## config.mk

```make
export PLATFORM = sky130hd
export DESIGN_NAME = fp_round_pack
export DESIGN_NICKNAME = d
export VERILOG_FILES = /design/src/rtl/fp_round_pack.sv
export SDC_FILE = /design/constraint.sdc
export NUM_CORES = 1
export LEC_CHECK = 0
export CAP_MARGIN = 15
export CORE_UTILIZATION = 59
export CTS_CLUSTER_SIZE = 30
export DETAILED_ROUTE_END_ITERATION = 7
export HOLD_SLACK_MARGIN = 0.08
export PLACE_DENSITY = 0.86
export SYNTH_ARGS = -nofsm -noshare
export SYNTH_HDL_FRONTEND = slang
export SYNTH_SLANG_ARGS = --single-unit
```

## constraint.sdc

```tcl
create_clock -name clk -period 5.2 [get_ports clk]
set_input_delay 1.04 -clock clk [delete_from_list [all_inputs] [get_ports clk]]
set_output_delay 1.04 -clock clk [all_outputs]
set_load 0.02 [all_outputs]
```

## src/rtl/fp_round_pack.sv

```systemverilog
// fp_round_pack: binary32 output stage. Takes an unpacked adder result,
// denormalises tiny values one bit per cycle, rounds, saturates on overflow
// and packs to a 32-bit word behind valid/ready handshakes.
module fp_round_pack #(
  parameter int MAX_SHIFT = 25
) (
  input  logic        clk,
  input  logic        rst,
  input  logic        in_valid,
  output logic        in_ready,
  input  logic [2:0]  rounding_mode,
  input  logic        in_nan,
  input  logic        in_inf,
  input  logic        in_zero,
  input  logic        in_sign,
  input  logic [9:0]  in_exponent,
  input  logic [23:0] in_significand,
  input  logic        in_guard,
  input  logic        in_sticky,
  output logic        out_valid,
  input  logic        out_ready,
  output logic [31:0] result,
  output logic        flag_overflow,
  output logic        flag_underflow,
  output logic        flag_inexact
);
  localparam int CW = $clog2(MAX_SHIFT + 1);
  localparam logic signed [11:0] MAX_S = 12'(MAX_SHIFT);

  typedef enum logic [1:0] {IDLE, SHIFT, ROUND, DONE} state_t;
  state_t state, state_nxt;

  logic               sign_q, guard_q, sticky_q, tiny_q;
  logic [2:0]         mode_q;
  logic [23:0]        sig_q;
  logic signed [11:0] exp_q;   // 12 bits: +511 input plus a rounding carry must not wrap
  logic [CW-1:0]      cnt_q;

  logic               accept, special, tiny_in;
  logic signed [11:0] exp_in, deficit;
  logic [CW-1:0]      cnt_init;
  logic [31:0]        special_word;

  assign in_ready  = (state == IDLE) && !rst;
  assign out_valid = (state == DONE);
  assign accept    = in_ready && in_valid;
  assign special   = in_nan | in_inf | in_zero;
  assign exp_in    = {{2{in_exponent[9]}}, in_exponent};
  assign deficit   = -12'sd126 - exp_in;
  assign tiny_in   = exp_in < -12'sd126;
  assign cnt_init  = (deficit > MAX_S) ? CW'(MAX_SHIFT) : CW'(deficit);

  // NaN wins over inf, inf over zero; NaN is always the positive quiet NaN
  always_comb begin
    special_word = {in_sign, 31'd0};
    if (in_nan)      special_word = 32'h7FC0_0000;
    else if (in_inf) special_word = {in_sign, 8'hFF, 23'd0};
  end

  // rounding and packing of the (possibly denormalised) held operand
  logic               inc, up_ovf, ovf;
  logic [24:0]        sum;
  logic [23:0]        sig_r;
  logic signed [11:0] exp_r;
  logic [31:0]        packed_word;
  always_comb begin
    case (mode_q)
      3'd0:    inc = guard_q & (sticky_q | sig_q[0]);
      3'd1:    inc = guard_q;
      3'd2:    inc = !sign_q & (guard_q | sticky_q);
      3'd3:    inc = sign_q & (guard_q | sticky_q);
      default: inc = 1'b0;
    endcase
    sum   = {1'b0, sig_q} + {24'd0, inc};
    sig_r = sum[23:0];
    exp_r = exp_q;
    if (sum[24]) begin
      sig_r = sum[24:1];
      exp_r = exp_q + 12'sd1;
    end
    ovf    = exp_r > 12'sd127;
    up_ovf = (mode_q == 3'd0) || (mode_q == 3'd1) ||
             (mode_q == 3'd2 && !sign_q) || (mode_q == 3'd3 && sign_q);
    if (ovf)
      packed_word = up_ovf ? {sign_q, 8'hFF, 23'd0} : {sign_q, 8'hFE, 23'h7F_FFFF};
    else if (!sig_r[23])
      packed_word = {sign_q, 8'd0, sig_r[22:0]};
    else
      packed_word = {sign_q, 8'(exp_r + 12'sd127), sig_r[22:0]};
  end

  // state register
  always_ff @(posedge clk or posedge rst) begin
    if (rst) state <= IDLE;
    else     state <= state_nxt;
  end

  // next-state: specials skip rounding, tiny values detour through SHIFT
  always_comb begin
    state_nxt = state;
    case (state)
      IDLE:  if (accept) state_nxt = special ? DONE : (tiny_in ? SHIFT : ROUND);
      SHIFT: if (cnt_q == CW'(1)) state_nxt = ROUND;
      ROUND: state_nxt = DONE;
      DONE:  if (out_ready) state_nxt = IDLE;
      default: state_nxt = IDLE;
    endcase
  end

  // operand capture, denormalising shift and result/flag registers
  always_ff @(posedge clk or posedge rst) begin
    if (rst) begin
      sign_q <= 1'b0; guard_q <= 1'b0; sticky_q <= 1'b0; tiny_q <= 1'b0;
      mode_q <= '0; sig_q <= '0; exp_q <= '0; cnt_q <= '0;
      result <= '0; flag_overflow <= 1'b0; flag_underflow <= 1'b0; flag_inexact <= 1'b0;
    end else begin
      case (state)
        IDLE: if (accept) begin
          sign_q   <= in_sign;
          mode_q   <= rounding_mode;
          sig_q    <= in_significand;
          guard_q  <= in_guard;
          sticky_q <= in_sticky;
          exp_q    <= exp_in;
          tiny_q   <= tiny_in;
          cnt_q    <= cnt_init;
          if (special) begin
            result         <= special_word;
            flag_overflow  <= 1'b0;
            flag_underflow <= 1'b0;
            flag_inexact   <= 1'b0;
          end
        end
        SHIFT: begin
          sticky_q <= sticky_q | guard_q;
          guard_q  <= sig_q[0];
          sig_q    <= sig_q >> 1;
          exp_q    <= exp_q + 12'sd1;
          cnt_q    <= cnt_q - CW'(1);
        end
        ROUND: begin
          result         <= packed_word;
          flag_overflow  <= ovf;
          flag_inexact   <= guard_q | sticky_q | ovf;
          flag_underflow <= tiny_q & (guard_q | sticky_q | ovf);
        end
        default: ;
      endcase
    end
  end
endmodule
```

Word level (Yosys, flattened, before mapping)
Index checks and enable logic that the tools add are counted.
{ "totals": {"ff_bits": 85, "inputBits": 47, "out_inout_bits": 37, "wordCells": 91} }
{ "classes": {"n_addsub": 5, "n_lt_le_gt_ge": 3, "n_eq_ne": 11, "mux": 33, "n_bitwise": 9, "n_reduce_logical": 17} }
{ "ops": {"columns": ["cell", "n"], "rows": [
  ["32-bit two-way mux", 3],
  ["31-bit two-way mux", 3],
  ["24-bit two-way mux", 3],
  ["32-bit case mux with 2 select lines", 1],
  ["24-bit case mux with 2 select lines", 1],
  ["24-bit by 1-bit adder with 25-bit output", 1],
  ["12-bit two-way mux", 2],
  ["12-bit case mux with 2 select lines", 1],
  ["12-bit by 2-bit adder with 12-bit output (second input constant)", 1],
  ["12-bit by 8-bit > comparator with 1-bit output (second input constant)", 1],
  ["11-bit by 6-bit > comparator with 1-bit output (second input constant)", 1],
  ["8-bit by 10-bit subtractor with 11-bit output (first input constant)", 1],
  ["10-bit by 8-bit less-than comparator with 1-bit output (second input constant)", 1],
  ["2-bit two-way mux", 5],
  ["5-bit two-way mux", 2],
  ["1-bit case mux with 2 select lines", 5],
  ["5-bit case mux with 2 select lines", 1],
  ["8-bit adder (second input constant)", 1],
  ["2-bit case mux with 4 select lines", 1],
  ["3-bit by 2-bit equality test with 1-bit output (second input constant)", 2],
  ["2-bit != test (second input constant)", 3],
  ["3-bit AND reduction", 2],
  ["5-bit by 1-bit equality test with 1-bit output (second input constant)", 1],
  ["1-bit OR", 5],
  ["other kinds (15)", 30]
]} }

Depth between registers and ports, before layout
Gate-level depths: netlist of run 1.
{ "depth": {"ltp_word": 9, "depth_mapped": 14, "ltp_nobuf": 13} }

Worst setup path before layout of run 1
No wires, ideal clock.
{ "synth_path": {"path_type": "register to register", "start": "register mode_q[1]", "end": "register flag_underflow", "setup_ns": 0.121, "t_arrival_ns": 3.215, "slack_ns": 1.864, "path_stages_with_launch": 13, "n_path_buf": 1, "period_less_slack_ns": 3.336, "path_cell_list": "dfrtp_1 and3_1 ha_1 a2111oi_0 ha_1 ha_1 nand4_1 or4_4 buf_6 a211oi_4 a21oi_2 o31a_1 a22o_1"} }
{ "synth_via": {"elab_chain_cells": 8, "word_cells_on_any_way": 11, "classes_between": "1 x add/sub; 1 x order compare; 3 x eq/ne; 3 x mux; 2 x bitwise; 1 x reduce/logical"} }
{ "synth_lines": {"columns": ["item", "line_no", "rtl"], "rows": [
  ["start: declaration", "34", "logic [2:0] mode_q;"],
  ["start signal: assignment", "120", "mode_q <= rounding_mode;"],
  ["3-bit by 2-bit equality test with 1-bit output, or another cell as far along", "67", "case (mode_q)"],
  ["1-bit case mux with 4 select lines *", "67", null],
  ["24-bit by 1-bit adder with 25-bit output *", "74", "sum = {1'b0, sig_q} + {24'd0, inc};"],
  ["12-bit two-way mux *", "77", "if (sum[24]) begin"],
  ["12-bit by 8-bit > comparator with 1-bit output *", "81", "ovf = exp_r > 12'sd127;"],
  ["1-bit OR *", "145", "flag_underflow <= tiny_q & (guard_q | sticky_q | ovf);"],
  ["1-bit AND *", "145", null],
  ["1-bit case mux with 2 select lines *", "117", "case (state)"],
  ["end signal: assignment", "145", null],
  ["end: declaration", "24", "output logic flag_underflow,"]
]} }
Mark *: on every way between the ends. The rest lies on a longest branch, timed or not.
A chain may end at the register's enable or synchronous reset.

Worst setup path after layout of run 1
{ "layout_path": {"start": "register mode_q[1]", "end": "register result[22]"} }
{ "layout_via": {"elab_chain_cells": 7, "word_cells_on_any_way": 18, "classes_between": "1 x add/sub; 1 x order compare; 3 x eq/ne; 7 x mux; 6 x reduce/logical"} }
{ "layout_lines": {"columns": ["item", "line_no", "rtl"], "rows": [
  ["3-bit by 2-bit equality test with 1-bit output, or another cell as far along", "67, 83", null],
  ["1-bit case mux with 4 select lines, or another cell as far along", "67", null],
  ["24-bit by 1-bit adder with 25-bit output or 1-bit logical OR (tied branches)", "74, 82", null],
  ["12-bit two-way mux, or another cell as far along", "77", null],
  ["12-bit by 8-bit > comparator with 1-bit output, or another cell as far along", "81", null],
  ["31-bit two-way mux *", "84", "if (ovf)"],
  ["32-bit case mux with 2 select lines *", "117", null],
  ["end signal: assignment", "128", "result <= special_word;"],
  ["end signal: assignment", "142", "result <= packed_word;"],
  ["end: declaration", "22", "output logic [31:0] result,"]
]} }
Marked as above.

==> metrics, run 1 <==
area of all placed cells without fillers=6640 sq um; Peak VDD IR=0.000309 V; sum of overflow across all layers after global routing=0; number of global-route vias before repair=4823; Residual DRC=0; final layout net count=774; post-synthesis share of cell area spent on full adders, half adders and majority gates=3.14%; Yosys reg bits=85; number of slew-limit violations in the final report=0; Floorplan Core Area=9200 sq um; Root Driver=sky130_fd_sc_hd__clkbuf_8; sink count of the clock tree=85; layout overhead on the synthesized area=18.9%; vias=5220; Post-synth EDFFs=0; standard cell area after detailed placement=6420 sq um; final count of hold timing violations=0; fraction of the mapped netlist area in compound gates=21.1%; post-synthesis instance area=5580 sq um; via count normalized by instance count=6.30; boundary pin count=84; starting utilization of the core area=60.7%; library cells used by synthesis=76; global-route wire length before repair=23600 microns; number of hold-repair buffers added at the cts stage=0; drt total wl=14100 microns; Inserted Clock Buffers=9; iteration-0 DRC count of the detailed router=370; deepest level of the CTS H-tree=3; simple-gate area share of the yosys netlist=22.7%; Layout Skew=0.0102 ns; clock insertion delay at the later pin of the skew report=0.36 ns; Placed Cells incl. Taps=813; CTS max path bufs=2; antenna violations before repair=0; transition time at the pin with the least slew margin=0.865 ns; sequential area share after synthesis=38.1%; buffers inserted by post-CTS timing repair=0; run status=complete, no violations; primary flip-flop cell chosen by synthesis mapping=sky130_fd_sc_hd__dfrtp_1; post-layout min period=4.19 ns; type of destination of the critical path=flop; unrepaired setup endpoints after global routing=no; max cap viols=0; WL per Instance=17.0 microns; first-pass iteration count of the detailed router=7; fraction of synthesized cell area in xor and xnor cells=5.18%; fmax=239 MHz; Vert. Die Dim=99.3 microns; arrival time of data at the critical path endpoint=4.40 ns; main combinational cell family by area after synthesis=simple AND/OR/NAND/NOR gates; clock transition at the registers of the reported paths=0.09 ns; leakage power figure=2.66 nW; yosys synthesis warning count=0; last weighted congestion value of the routability-driven placer=0.912; worst setup path category=reg -> reg; maximum number of pins on one net before global-route repair=69; clock tree from TritonCTS=done; mux contribution to synthesized area=5.22%; share of synthesized registers carrying an async set or reset=100%; non-filler cells in the finished layout=829; crit path max fanout=24; Diodes inserted=0; detailed-placement wirelength estimate=10500 microns; PortBufs=83; number of rows created at floorplan=35; nature of the critical path startpoint=flop; hold_ws=0.489 ns; mean instance size in the synthesized netlist=8.48 sq um; synthesized instance count=658; fin crit share=80.6%; max-slew headroom at the worst pin=42.3%; endpoints failing setup=0; post-cts resize count=0; fraction of layout instances using a drive strength above 1=6.82%; aggregate negative setup slack=0 ns; total global routing track utilization=30.0%; Die X-Extent=99.3 microns; PwrDens=651 nW/um^2; Antenna Violating Nets Remaining=0; Worst Hold Class=reg -> reg; synthesized net count=719; endpoint required time on the critical path=5.41 ns; total die area=9860 sq um
-- Yosys cell counts, types with 4 or more instances --
library cell               instances  area share (%)
sky130_fd_sc_hd__a21oi_1          67             6.0
sky130_fd_sc_hd__a22oi_1           4            0.54
sky130_fd_sc_hd__a31oi_1           6            0.67
sky130_fd_sc_hd__and3_1           17             1.9
sky130_fd_sc_hd__and4_1            4            0.63
sky130_fd_sc_hd__buf_1             5            0.34
sky130_fd_sc_hd__buf_2             5            0.45
sky130_fd_sc_hd__clkbuf_1         32             2.2
sky130_fd_sc_hd__dfrtp_1          85              38
sky130_fd_sc_hd__ha_1             14             3.1
sky130_fd_sc_hd__inv_1            15             1.0
sky130_fd_sc_hd__mux2i_1          28             5.0
sky130_fd_sc_hd__nand2_1          85             5.7
sky130_fd_sc_hd__nand3_1          24             2.2
sky130_fd_sc_hd__nand3b_1          4            0.54
sky130_fd_sc_hd__nand4_1          14             1.6
sky130_fd_sc_hd__nor2_1           58             3.9
sky130_fd_sc_hd__nor2b_1           5            0.56
sky130_fd_sc_hd__nor3_1            9            0.81
sky130_fd_sc_hd__nor4_1            5            0.56
sky130_fd_sc_hd__o211ai_1          7            0.94
sky130_fd_sc_hd__o21ai_0          21             1.9
sky130_fd_sc_hd__o21ai_1          22             2.0
sky130_fd_sc_hd__o22a_1            4            0.63
sky130_fd_sc_hd__or2_2             4            0.45
sky130_fd_sc_hd__or3_1             7            0.78
sky130_fd_sc_hd__xnor2_1          24             3.8
sky130_fd_sc_hd__xor2_1            9             1.4
-- worst max-delay path, cell delays in order (launching register included) --
cell	delay, ns
sky130_fd_sc_hd__dfrtp_1	0.44
sky130_fd_sc_hd__and3_1	0.20
sky130_fd_sc_hd__ha_1	0.27
sky130_fd_sc_hd__a2111oi_0	0.57
sky130_fd_sc_hd__ha_1	0.34
sky130_fd_sc_hd__ha_1	0.28
sky130_fd_sc_hd__nand4_1	0.16
sky130_fd_sc_hd__nor4_2	0.16
sky130_fd_sc_hd__buf_4	0.24
sky130_fd_sc_hd__a21oi_1	0.14
sky130_fd_sc_hd__a21o_1	0.32
sky130_fd_sc_hd__o21ai_2	0.73
sky130_fd_sc_hd__o21ai_0	0.19
-- final timing paths --
check	from	end	slack (ns)	depth (start not counted)
setup / recovery	mode_q[1]	result[22]	1.01	12
max in group asynchronous	rst	result[19]	3.03	3
hold / removal	result[21]	result[21]	0.49	2
setup reg to reg	mode_q[1]	result[22]	1.01	12
hold reg to reg	result[21]	result[21]	0.49	2
min in group asynchronous	rst	exp_q[0]	1.18	2
-- sequential cells by signal, indices dropped and copies added (netlist names) --
signal	count
flag_inexact	1
sticky_q	1
guard_q	1
flag_overflow	1
sign_q	1
flag_underflow	1
state	2
mode_q	3
exp_q	12
result	32
tiny_q	1
sig_q	24
cnt_q	5
-- area by class of cell --
| class | count | area (sq um) |
|---|---|---|
| multi-input cells | 513 | 3220 |
| fillers | 707 | 2560 |
| flip-flops and latches | 85 | 2130 |
| repair buffers | 89 | 876 |
| clock buffers | 11 | 151 |
| well taps | 111 | 139 |
| clock inverters | 5 | 66.3 |
| inverters | 15 | 57.6 |
-- power by group --
| part | switching (W) | internal, W |
|---|---|---|
| combinational | 0.00132 | 0.00103 |
| sequential | 0.000456 | 0.00100 |
| clock | 0.000256 | 0.000254 |
-- layer usage --
layer | GRT usage [%] | vias up | part of all wire (%) | routed length, microns
met4 | 11.5 | 0 | 2.5 | 346
met1 | 45.1 | 2516 | 47 | 6610
li1 | - | 2484 | - | -
met3 | 2.81 | 27 | 5.0 | 706
met2 | 45.0 | 193 | 46 | 6450
met5 | 0 | - | 0 | 0
-- cell families after synthesis --
group,after synthesis
AO/OA/AOI/OAI,184
XOR/XNOR,33
adder cells (fa/ha/maj),14
buffers and inverters,60
flip-flops,85
multiplexers,29
AND/OR/NAND/NOR,253
-- layout by cell type, fill, tap and decap left out, types with 3 or more instances in the layout --
cell and instances:
sky130_fd_sc_hd__o22a_1 4, sky130_fd_sc_hd__or2_2 4, sky130_fd_sc_hd__xor2_1 9, sky130_fd_sc_hd__o211ai_1 7
sky130_fd_sc_hd__a41oi_1 3, sky130_fd_sc_hd__inv_1 14, sky130_fd_sc_hd__dfrtp_1 85, sky130_fd_sc_hd__or3_1 7
sky130_fd_sc_hd__a22oi_1 4, sky130_fd_sc_hd__xnor2_1 24, sky130_fd_sc_hd__clkdlybuf4s50_1 83, sky130_fd_sc_hd__and3_1 17
sky130_fd_sc_hd__nand2_1 85, sky130_fd_sc_hd__nand4_1 14, sky130_fd_sc_hd__a21oi_2 3, sky130_fd_sc_hd__clkbuf_8 11
sky130_fd_sc_hd__nor4_1 5, sky130_fd_sc_hd__o21ai_1 21, sky130_fd_sc_hd__ha_1 13, sky130_fd_sc_hd__a221oi_1 3
sky130_fd_sc_hd__a21oi_1 66, sky130_fd_sc_hd__o22ai_1 3, sky130_fd_sc_hd__a21o_1 3, sky130_fd_sc_hd__o21ai_0 21
sky130_fd_sc_hd__nand3_1 24, sky130_fd_sc_hd__nor2_1 58, sky130_fd_sc_hd__and4_1 4, sky130_fd_sc_hd__a22o_1 3
sky130_fd_sc_hd__mux2i_1 28, sky130_fd_sc_hd__buf_4 6, sky130_fd_sc_hd__nor2b_1 5, sky130_fd_sc_hd__a31oi_1 6
sky130_fd_sc_hd__nor3_1 9, sky130_fd_sc_hd__nand3b_1 4
-- through the flow --
stage / power (W) / worst slack (ns) / util [%]
after global placement: 0.00369 / 1.10 / 69.8
after detailed placement: 0.00379 / 1.04 / 69.8
after global routing: 0.00466 / 0.692 / 72.2
final: 0.00432 / 1.01 / 72.2
after floorplan: 0.00306 / 1.86 / -
after CTS: 0.00431 / 1.00 / 72.2
(Power assumes the default switching activity.)
==> run 2, diff against run 1 <==
--- a/config.mk
+++ b/config.mk
@@ -6,11 +6,11 @@
 export NUM_CORES = 1
 export LEC_CHECK = 0
 export CAP_MARGIN = 15
-export CORE_UTILIZATION = 59
+export CORE_UTILIZATION = 50
 export CTS_CLUSTER_SIZE = 30
 export DETAILED_ROUTE_END_ITERATION = 7
 export HOLD_SLACK_MARGIN = 0.08
-export PLACE_DENSITY = 0.86
+export PLACE_DENSITY = 0.78
 export SYNTH_ARGS = -nofsm -noshare
 export SYNTH_HDL_FRONTEND = slang
 export SYNTH_SLANG_ARGS = --single-unit
==> constraint.sdc (replaced) <==
create_clock -name clk -period 3.4 [get_ports clk]
set_input_delay 0.68 -clock clk [delete_from_list [all_inputs] [get_ports clk]]
set_output_delay 0.68 -clock clk [all_outputs]
set_load 0.02 [all_outputs]
==> metrics, run 2 (synthesis gave the netlist of run 1 again) <==
crit path max fanout=6 (-75%); PwrDens=1010 nW/um^2 (+56%); Inserted Clock Buffers=9 (unchanged); worst path bufs/invs=3 (+2); Layout Skew=0.00857 ns (-0.00161 ns); Diodes inserted=0 (unchanged); cells traversed along the worst timing path=inv_1 > and3_4 > ha_4 > a2111oi_4 > buf_4 > ha_4 > ha_4 > nand4_1 > or4_4 > a211oi_4 > buf_4 > a21oi_4 > o31a_1 > a22o_1; boundary pin count=84 (unchanged); arrival time of data at the critical path endpoint=3.69 ns (-0.71 ns); drt total wl=15500 microns (+9.9%); fmax=292 MHz (+22%); Die X-Extent=108 microns (+8.5%); Min-Delay Path Depth=1 (-1); Placed Cells incl. Taps=872 (+7.3%); design internal power=0.00398 W (+74%); number of global-route vias before repair=4937 (+2.4%); leakage power figure=2.93 nW (+10%); unrepaired setup endpoints after global routing=yes; global-route wire length before repair=24500 microns (+3.6%); non-filler cells in the finished layout=900 (+8.6%); final count of hold timing violations=0 (unchanged); hold_ws=0.486 ns (-0.00323 ns); total global routing track utilization=26.9% (-3.1 points); via count normalized by instance count=5.87 (-6.7%); sink count of the clock tree=85 (unchanged); fraction of layout instances using a drive strength above 1=15.4% (+8.6 points); commonest non-fill, non-tap cell in the layout=sky130_fd_sc_hd__dfrtp_1; detailed-placement wirelength estimate=11200 microns (+7.3%); worst setup path category=reg -> reg; endpoint required time on the critical path=3.66 ns (-1.75 ns); Top Registers=result: 32 flops, sig_q: 24 flops, exp_q: 12 flops; clock insertion delay at the later pin of the skew report=0.37 ns (about the same); max cap viols=0 (unchanged); clock transition at the registers of the reported paths=0.09 ns (about the same); top register by number of flip-flops=result; final layout net count=816 (+5.4%); post-layout min period=3.43 ns (-0.766 ns); max-slew headroom at the worst pin=44.7% (+2.4 points); standard cell area after detailed placement=6710 sq um (+4.5%); Root Driver=sky130_fd_sc_hd__clkbuf_8; Power Total=0.00735 W (+70%); switching power share of the total=45.8% (-1.3 points); fin crit share=101% (+20 points); cell family with the largest share of critical-path delay=compound AO/OA/AOI/OAI gates; deepest level of the CTS H-tree=3 (unchanged); iteration-0 DRC count of the detailed router=340 (-8.1%); starting utilization of the core area=51.5% (-9.2 points); Vert. Die Dim=108 microns (+8.5%); WL per Instance=17.2 microns (+1.2%); area of all placed cells without fillers=7240 sq um (+9.1%); Final WS setup=-0.0272 ns (-1.03 ns); number of hold-repair buffers added at the cts stage=0 (unchanged); total die area=11600 sq um (+18%); run status=finished with violations; Antenna Violating Nets Remaining=0 (unchanged); nature of the critical path startpoint=flop; sum of overflow across all layers after global routing=0 (unchanged); Floorplan Core Area=10800 sq um (+18%); violated checks=negative setup slack; number of rows created at floorplan=38 (+8.6%); max FFs per register=32 (unchanged); Peak VDD IR=0.000549 V (+78%); CTS max path bufs=2 (unchanged); vias=5285 (+1.2%); Critical Path Stages=14 (+2); number of slew-limit violations in the final report=0 (unchanged); last weighted congestion value of the routability-driven placer=0.897 (-1.7%); combinational fraction of design power=58.2% (+3.7 points); transition time at the pin with the least slew margin=0.827 ns (-0.0385 ns); largest stage delay on the critical path=0.62 ns (-0.11 ns); clock tree from TritonCTS=done; PortBufs=83 (unchanged); switching power=0.00337 W (+65%); relative contribution of the clock network to total power=11.8% (about the same); first-pass iteration count of the detailed router=7 (unchanged); share of total power in sequential cells=30.1% (-3.6 points); layout overhead on the synthesized area=29.7%; Residual DRC=0 (unchanged); cell at the slowest stage of the critical path=sky130_fd_sc_hd__or4_4; Crit path top cell by count=sky130_fd_sc_hd__ha_4; maximum number of pins on one net before global-route repair=66 (-4.3%); depth of the worst register-to-register path=14 (+2); endpoints failing setup=1 (+1); type of destination of the critical path=flop; antenna violations before repair=0 (unchanged); commonest cells after routing, fill and taps aside=85 x sky130_fd_sc_hd__dfrtp_1, 84 x sky130_fd_sc_hd__nand2_1, 83 x sky130_fd_sc_hd__clkdlybuf4s50_1; Worst Hold Class=reg -> reg
[run 2: changes by cell type in the layout (fill, tap and decap cells not counted), moves of 3 or more]
cell / delta
sky130_fd_sc_hd__buf_4: +33
sky130_fd_sc_hd__o21ai_1: -14
sky130_fd_sc_hd__o21ai_2: +13
sky130_fd_sc_hd__buf_6: +5
sky130_fd_sc_hd__a21oi_1: -3
sky130_fd_sc_hd__clkinv_2: +3
sky130_fd_sc_hd__ha_1: -3
sky130_fd_sc_hd__ha_4: +3
[run 2: area by class of cell]
| cell class | instances | area [sq um] |
|---|---|---|
| fillers | 921 | 3600 |
| multi-input cells | 513 | 3380 |
| flip-flops and latches | 85 | 2130 |
| repair buffers | 131 | 1260 |
| well taps | 140 | 175 |
| clock buffers | 9 | 124 |
| clock inverters | 7 | 114 |
| inverters | 15 | 57.6 |
[run 2: power groups by stage]
stage	Combinational (W)	Clock, W	Sequential, W
6_report	0.00427	0.000865	0.00221
3_3_place_gp	0.00374	0	0.00217
3_5_place_dp	0.00382	0	0.00220
5_1_grt	0.00468	0.000909	0.00228
4_1_cts	0.00390	0.000871	0.00218
2_1_floorplan	0.00250	0	0.00217
[run 2: routing by layer]
layer  share of wire, %  wire length, microns  track usage [%]  vias up
li1                   -                     -                -     2566
met1                 48                  7390             39.5     2539
met2                 46                  7210             40.6      154
met3                3.9                   612             3.21       26
met4                1.9                   296             9.88        0
met5                  0                     0                0        -
[run 2: timing repair]
action,4_1_cts,5_1_grt
cloned,0,4
pin swaps,2,18
setup endpoints to repair,33,33
setup buffers,1,8
resized for setup,4,33
[run 2: metrics by stage]
stage	util (%)	setup WS (ns)	setup TNS (ns)
after floorplan	-	0.0639	0
after global placement	61.9	0.0639	0
after detailed placement	61.9	-0.0770	-1.04
after CTS	64.4	0.0167	0
after global routing	66.8	-0.119	-1.37
final	66.8	-0.0272	-0.0272
[run 2: path summary, 6_finish.rpt]
path / endpoint / slack [ns] / startpoint
hold / removal: flag_inexact / 0.49 / flag_inexact
min in group asynchronous: sticky_q / 0.82 / rst
setup reg to reg: flag_underflow / -0.03 / mode_q[2]
max in group asynchronous: sig_q[22] / 1.91 / rst
hold reg to reg: flag_inexact / 0.49 / flag_inexact
setup / recovery: flag_underflow / -0.03 / mode_q[2]
==> run 3, diff against run 2 <==
--- a/config.mk
+++ b/config.mk
@@ -5,7 +5,7 @@
 export SDC_FILE = /design/constraint.sdc
 export NUM_CORES = 1
 export LEC_CHECK = 0
-export CAP_MARGIN = 15
+export CAP_MARGIN = 10
 export CORE_UTILIZATION = 50
 export CTS_CLUSTER_SIZE = 30
 export DETAILED_ROUTE_END_ITERATION = 7
==> results of run 3 <==
No change in the layout: final DEF, timing and power equal those of run 2.
==> edit 1, RTL diff (config.mk and constraints of run 2) <==
`MAX_SHIFT`: 25 -> 50.
--- a/src/rtl/fp_round_pack.sv
+++ b/src/rtl/fp_round_pack.sv
@@ -2,7 +2,7 @@
 // denormalises tiny values one bit per cycle, rounds, saturates on overflow
 // and packs to a 32-bit word behind valid/ready handshakes.
 module fp_round_pack #(
-  parameter int MAX_SHIFT = 25
+  parameter int MAX_SHIFT = 50
 ) (
   input  logic        clk,
   input  logic        rst,
Function: same outputs for any inputs over 4 cycles, from zero or initial values and one cycle with rst high; that may be too few to reach the edited logic, so the function may still have changed.
==> edit 1 against run 2 <==
  * Maximum frequency increased by 3.7%
  * Synthesized cell count decreased by 3.5%
  * Setup slack improved by 120 ps
  * Cell area decreased by 5.4%
  * Worst hold slack improved by 7.3 ps
  * Clock skew decreased by 4.2 ps
  * Final cell count decreased by 3.4%
  * Sequential cell count increased by 1
  * Synthesized area decreased by 3.6%
  * Die area decreased by 3.6%
  * Power decreased by 13%
  * Critical endpoint is now result[2]$_DFFE_PP0P_
  * Non-clock buffer count decreased by 6
  * Routed wire length decreased by 6.0%
  * Critical path type unchanged
==> edit 1: results (changes against run 2) <==
Route:
- The routed length on met1 is 6.320 mm (-15%).
- The total wire length is 14.58 mm (-6.0%).
- The ratio of routed vias to standard cells is 5.997 (+2.1%).
- The sum of met2 wire segment lengths after detailed routing was 7.086 mm (-1.8%).
- The total DRC errors in the routed layout is 0 (unchanged).
- The first-iteration detailed-routing DRC count is 327 (-3.8%).
- The via count of the routed design is 5,211 (-1.4%).
- The met3 wire length is 824 um (+35%).

Logic synthesis:
- The post-synthesis net count was 697 (-3.1%).
- The sequential element share of the synthesized area is 40.00% (+1.9 points).
- By count the netlist is led by nand2_1 (89), dfrtp_1 (86), a21oi_1 (69).
- Sorting the synthesized cells by area gives the leading types as dfrtp_1 (40%), a21oi_1 (6.4%), nand2_1 (6.2%).
- The share of async-settable or async-resettable flops after synthesis is 100.0% (unchanged).
- The count of yosys warnings during synthesis came to 0 (unchanged).
- The average footprint of a synthesized cell came to 8.473 um2 (-0.14%).
- The count of cell types in the netlist is 60 (-21%).

Global routing:
- The global-route total usage across every layer is 26.76% (-0.18 points).
- The wire length of the first global-routing pass came to 23.94 mm (-2.3%).
- The number of global-route vias before repair is 4,978 (+0.83%).
- The maximum number of pins on one net before global-route repair came to 87 (+32%).

Clock network:
- The maximum level of the CTS H-tree is 3 (unchanged).
- The library cell used as clock root buffer is clkbuf_8.
- The number of buffers inserted to repair setup after CTS is 0 (-1).
- The clock latency on the worst-skew pair is 350 ps (-20 ps).

Critical path:
- The largest stage delay on the critical path is 380 ps (-240 ps).
- The data arrival time of the worst path is 3550 ps (-140 ps).
- The maximum fanout count along the critical path came to 7 (+1).
- The critical-path cell with the highest stage delay is dfrtp_1.

Place:
- The pre-CTS setup slack was 19.28 ps (+96.30 ps).
- The half-perimeter wire length after placement was 10.62 mm (-5.6%).
- The instance count after placement with tap cells included came to 852 (-2.3%).
- The routability-driven placement congestion ratio came to 0.8772 (-2.2%).
- The placed standard-cell area was 0.006518 mm2 (-2.8%).
- The count of buffers inserted at the top-level ports was 83 (unchanged).

Power and ir drop:
- The worst ir drop on vdd came to 385.5 uV (-30%).
- The static leakage is 0.002799 uW (-4.5%).

Run status:
- The run finished with clean final reports.

Finish:
- The fraction of final layout cells with drive strength greater than 1 is 11.19% (-4.2 points).
- The number of nets in the finished design came to 791 (-3.1%).

STA:
- The worst slew slack as a fraction of its limit is 49.20% (+4.5 points).
- The largest clock skew in the final design came to 4.398 ps (-4.169 ps).
==> edit 1: layer usage <==
metal	global-route usage, %	vias to the layer above
met2	44.02	213
met4	10.32	0
met1	35.25	2497
li1	-	2469
met3	4.453	32
met5	0	-
==> edit 1: area by class of cell <==
cell class                 instances  area (um2)
clock buffer                       9       123.9
clock inverter                     6       71.32
fill                             854        3525
inverter                          16       63.81
multi-input combinational        491        3058
sequential                        86        2152
tap                              136       170.2
timing repair buffer             125        1206
==> edit 1: worst paths after layout <==
check	startpoint	end	slack [ps]	cells after the start
hold reg to reg	result[1]$_DFFE_PP0P_	result[1]$_DFFE_PP0P_	490	2
setup reg to reg	mode_q[1]$_DFFE_PP0P_	result[2]$_DFFE_PP0P_	100	15
setup / recovery	mode_q[1]$_DFFE_PP0P_	result[2]$_DFFE_PP0P_	100	15
hold / removal	result[1]$_DFFE_PP0P_	result[1]$_DFFE_PP0P_	490	2
max in group asynchronous	rst	result[27]$_DFFE_PP0P_	1890	4
min in group asynchronous	rst	cnt_q[5]$_DFFE_PP0P_	900	3
==> edit 1: what timing repair did <==
action / 4_1_cts / 5_1_grt
hold endpoints to repair: 0 / 0
pin swaps: 0 / 5
endpoints found under the setup margin: 18 / 34
resized for setup: 3 / 19
==> edit 1: worst register-to-register path: cells and delay by family (launching register included) <==
family	cells	cell delay, ps
compound gates	6	1030
simple gates	4	960
buf+inv	3	430
fa+ha+maj	2	390
flops	1	380
==> edit 1: power by group <==
group          total [uW]  switching (uW)  leakage, uW  internal, uW
logic                3490            1920      0.00168          1580
registers            2140             606      0.00103          1530
clock network         725             383    0.0000923           342
==> edit 1: logic make-up after synthesis <==
family / share of synthesized area, %
mux: 5.023
flops: 40.00
simple gates: 20.86
compound gates: 20.95
xor+xnor: 4.884
fa+ha+maj: 3.488
buf+inv: 4.791
==> edit 2, RTL diff (settings of run 2) <==
Without the edit above. Encoding of `state_t`: now one-hot (4 bits for 4 states).
--- a/src/rtl/fp_round_pack.sv
+++ b/src/rtl/fp_round_pack.sv
@@ -27,7 +27,7 @@
   localparam int CW = $clog2(MAX_SHIFT + 1);
   localparam logic signed [11:0] MAX_S = 12'(MAX_SHIFT);
 
-  typedef enum logic [1:0] {IDLE, SHIFT, ROUND, DONE} state_t;
+  typedef enum logic [3:0] {IDLE = 4'b0001, SHIFT = 4'b0010, ROUND = 4'b0100, DONE = 4'b1000} state_t;
   state_t state, state_nxt;
 
   logic               sign_q, guard_q, sticky_q, tiny_q;
Function: same outputs for any inputs over 4 cycles, from zero or initial values and one cycle with rst high; so few cycles prove little.
==> edit 2 against run 2 <==
  * Sequential cell count rose by 2
  * Setup slack gained 160 ps
  * Synthesized area shrank 6.4%
  * Critical path type unchanged
  * Worst hold slack better by 4.1 ps
  * Non-clock buffer count is 20 lower
  * Routed wire length down 11%
  * Cell area fell by 9.4%
  * Power fell by 31%
==> edit 2: results (changes against run 2) <==
Global routing:
- The global routing met3 resource utilization was 3.321% (+0.11 points).
- The wire length of the first global-routing pass is 23.08 mm (-5.8%).
- The global-route total usage across every layer is 26.44% (-0.50 points).
- The number of global-route vias before repair came to 4,526 (-8.3%).
- The met1 demand-to-capacity share in global routing was 39.46% (-0.080 points).
- The initial antenna violation count is 0 (unchanged).
- The maximum number of pins on one net before global-route repair was 88 (+33%).
- The global routing usage on met2 is 40.10% (-0.47 points).

Run status:
- The run finished with clean final reports.

Power and ir drop:
- The worst ir drop on vdd is 382.7 uV (-30%).
- The static leakage is 0.002654 uW (-9.4%).
- The switching portion of total power is 45.16% (-0.67 points).

STA:
- The worst hold margin is 490.3 ps (+4.149 ps).
- The largest clock skew in the final design was 9.720 ps (+1.153 ps).
- The pin slew with the least headroom to its limit was 788.6 ps (-38.00 ps).

Logic synthesis:
- By count the netlist is led by dfrtp_1 (86), nand2_1 (77), nor2_1 (72).
- The XOR/XNOR share of the synthesized area came to 5.867% (+0.69 points).
- Yosys attributes the largest share of cell area to dfrtp_1 (41%), nand2_1 (5.5%), nor2_1 (5.2%).
- The share of async-settable or async-resettable flops after synthesis is 100.0% (unchanged).
- The area fraction in compound gates after synthesis was 20.95% (-0.11 points).
- The adder-cell share of the synthesized area was 2.395% (-0.74 points).
- The count of yosys warnings during synthesis is 0 (unchanged).
- The count of cell types in the netlist is 69 (-9.2%).
- The post-synthesis net count is 648 (-9.9%).
- The multiplexer share of the synthesized area is 0.5747% (-4.6 points).
- The sequential element share of the synthesized area is 41.69% (+3.6 points).
- The top flip-flop cell by instance count after synthesis is dfrtp_1.

Finish:
- The fraction of final layout cells with drive strength greater than 1 is 12.17% (-3.2 points).
- The number of nets in the finished design was 734 (-10%).
- The number of antenna cells inserted is 0 (unchanged).

Route:
- The first-iteration detailed-routing DRC count is 318 (-6.5%).
- The via count of the routed design is 4,849 (-8.2%).
- The detailed-router iteration count before antenna repair is 6 (-1).
- The total wire length is 13.86 mm (-11%).

Critical path:
- STA classifies the critical path endpoint as a flop.
- The maximum fanout count along the critical path is 8 (+2).
- The cell depth of the worst flop-to-flop path came to 14 (unchanged).
- The internal reg-to-reg setup slack is 140 ps (+160 ps).
- The start point of the critical path is mode_q[1]$_DFFE_PP0P_.
- The data arrival time of the worst path was 3510 ps (-180 ps).
- The endpoint of the worst register-to-register path is result[23]$_DFFE_PP0P_.

Worst hold path:
- The path with the worst hold slack has its endpoint at result[0]$_DFFE_PP0P_.
- The worst hold path begins at result[0]$_DFFE_PP0P_.

Clock network:
- The CTS clock-pin slew for the worst setup and hold paths was 90 ps (about the same).
- The maximum level of the CTS H-tree was 3 (unchanged).
- The number of clock buffers inserted by TritonCTS is 9 (unchanged).
- CTS placed an instance of clkbuf_8 at the clock tree root.
- The later pin in the worst-skew pair is clocked with a latency of 360 ps.
- The maximum clock path buffer count is 2 (unchanged).

Place:
- The count of buffers inserted at the top-level ports is 83 (unchanged).
- The placed standard-cell area is 0.006230 mm2 (-7.1%).
- The routability-driven placement congestion ratio was 0.9134 (+1.9%).
- The half-perimeter wire length after placement was 10.23 mm (-9.0%).
[edit 2: cell types whose count changed after synthesis, sizes merged, moves of 5 or more]
cell    delta
a21oi     -44
mux2i     -25
o22ai     +24
nor2      +14
a221o     +13
clkbuf    -12
xor2      +11
nand4      -9
xnor2      -9
nand2      -8
o21ai      -8
and3       -7
o211ai     +7
or3        -5
[edit 2: what timing repair did]
| item | CTS | global route |
|---|---|---|
| endpoints found under the setup margin | 19 | 34 |
| buffers inserted | 0 | 5 |
| pin swaps | 0 | 9 |
| resized for setup | 8 | 19 |
[edit 2: metrics by stage]
stage	worst slack, ps	cells	power, uW
after floorplan	37.41	591	3474
after global placement	19.37	794	4196
after detailed placement	-119.4	794	4284
after CTS	33.00	810	4941
after global routing	-22.46	815	5448
final	136.0	815	5104
[edit 2: final cells by class]
type | instances | area (um2)
Fill cell | 804 | 3396
Timing Repair Buffer | 111 | 1070
Sequential cell | 87 | 2178
Multi-Input combinational cell | 452 | 2914
Tap cell | 133 | 166.4
Clock inverter | 5 | 35.03
Clock buffer | 11 | 131.4
Inverter | 16 | 63.81
[edit 2: routing by layer]
layer  wire [um]  vias up
met5           0        -
met4         185        0
met3         633       20
met2        6391      148
met1        6651     2356
li1            -     2325
[edit 2: power groups by stage]
stage	registers, uW	clock network [uW]	logic [uW]
6_report	2030	631	2450
5_1_grt	2090	680	2680
4_1_cts	1990	640	2310
3_5_place_dp	2010	0	2280
3_3_place_gp	1980	0	2210
2_1_floorplan	1900	0	1580
[edit 2: critical path: stages, from the launching register on]
cell and delay [ps]:
dfrtp_1 410, buf_6 130, or3_4 390, a21oi_4 160, a2111oi_4 70, ha_2 210
ha_4 160, inv_2 60, nor4_4 50, buf_4 150, and3_2 240, or4_1 490
and3_4 230, nor3b_1 140, a221o_1 250
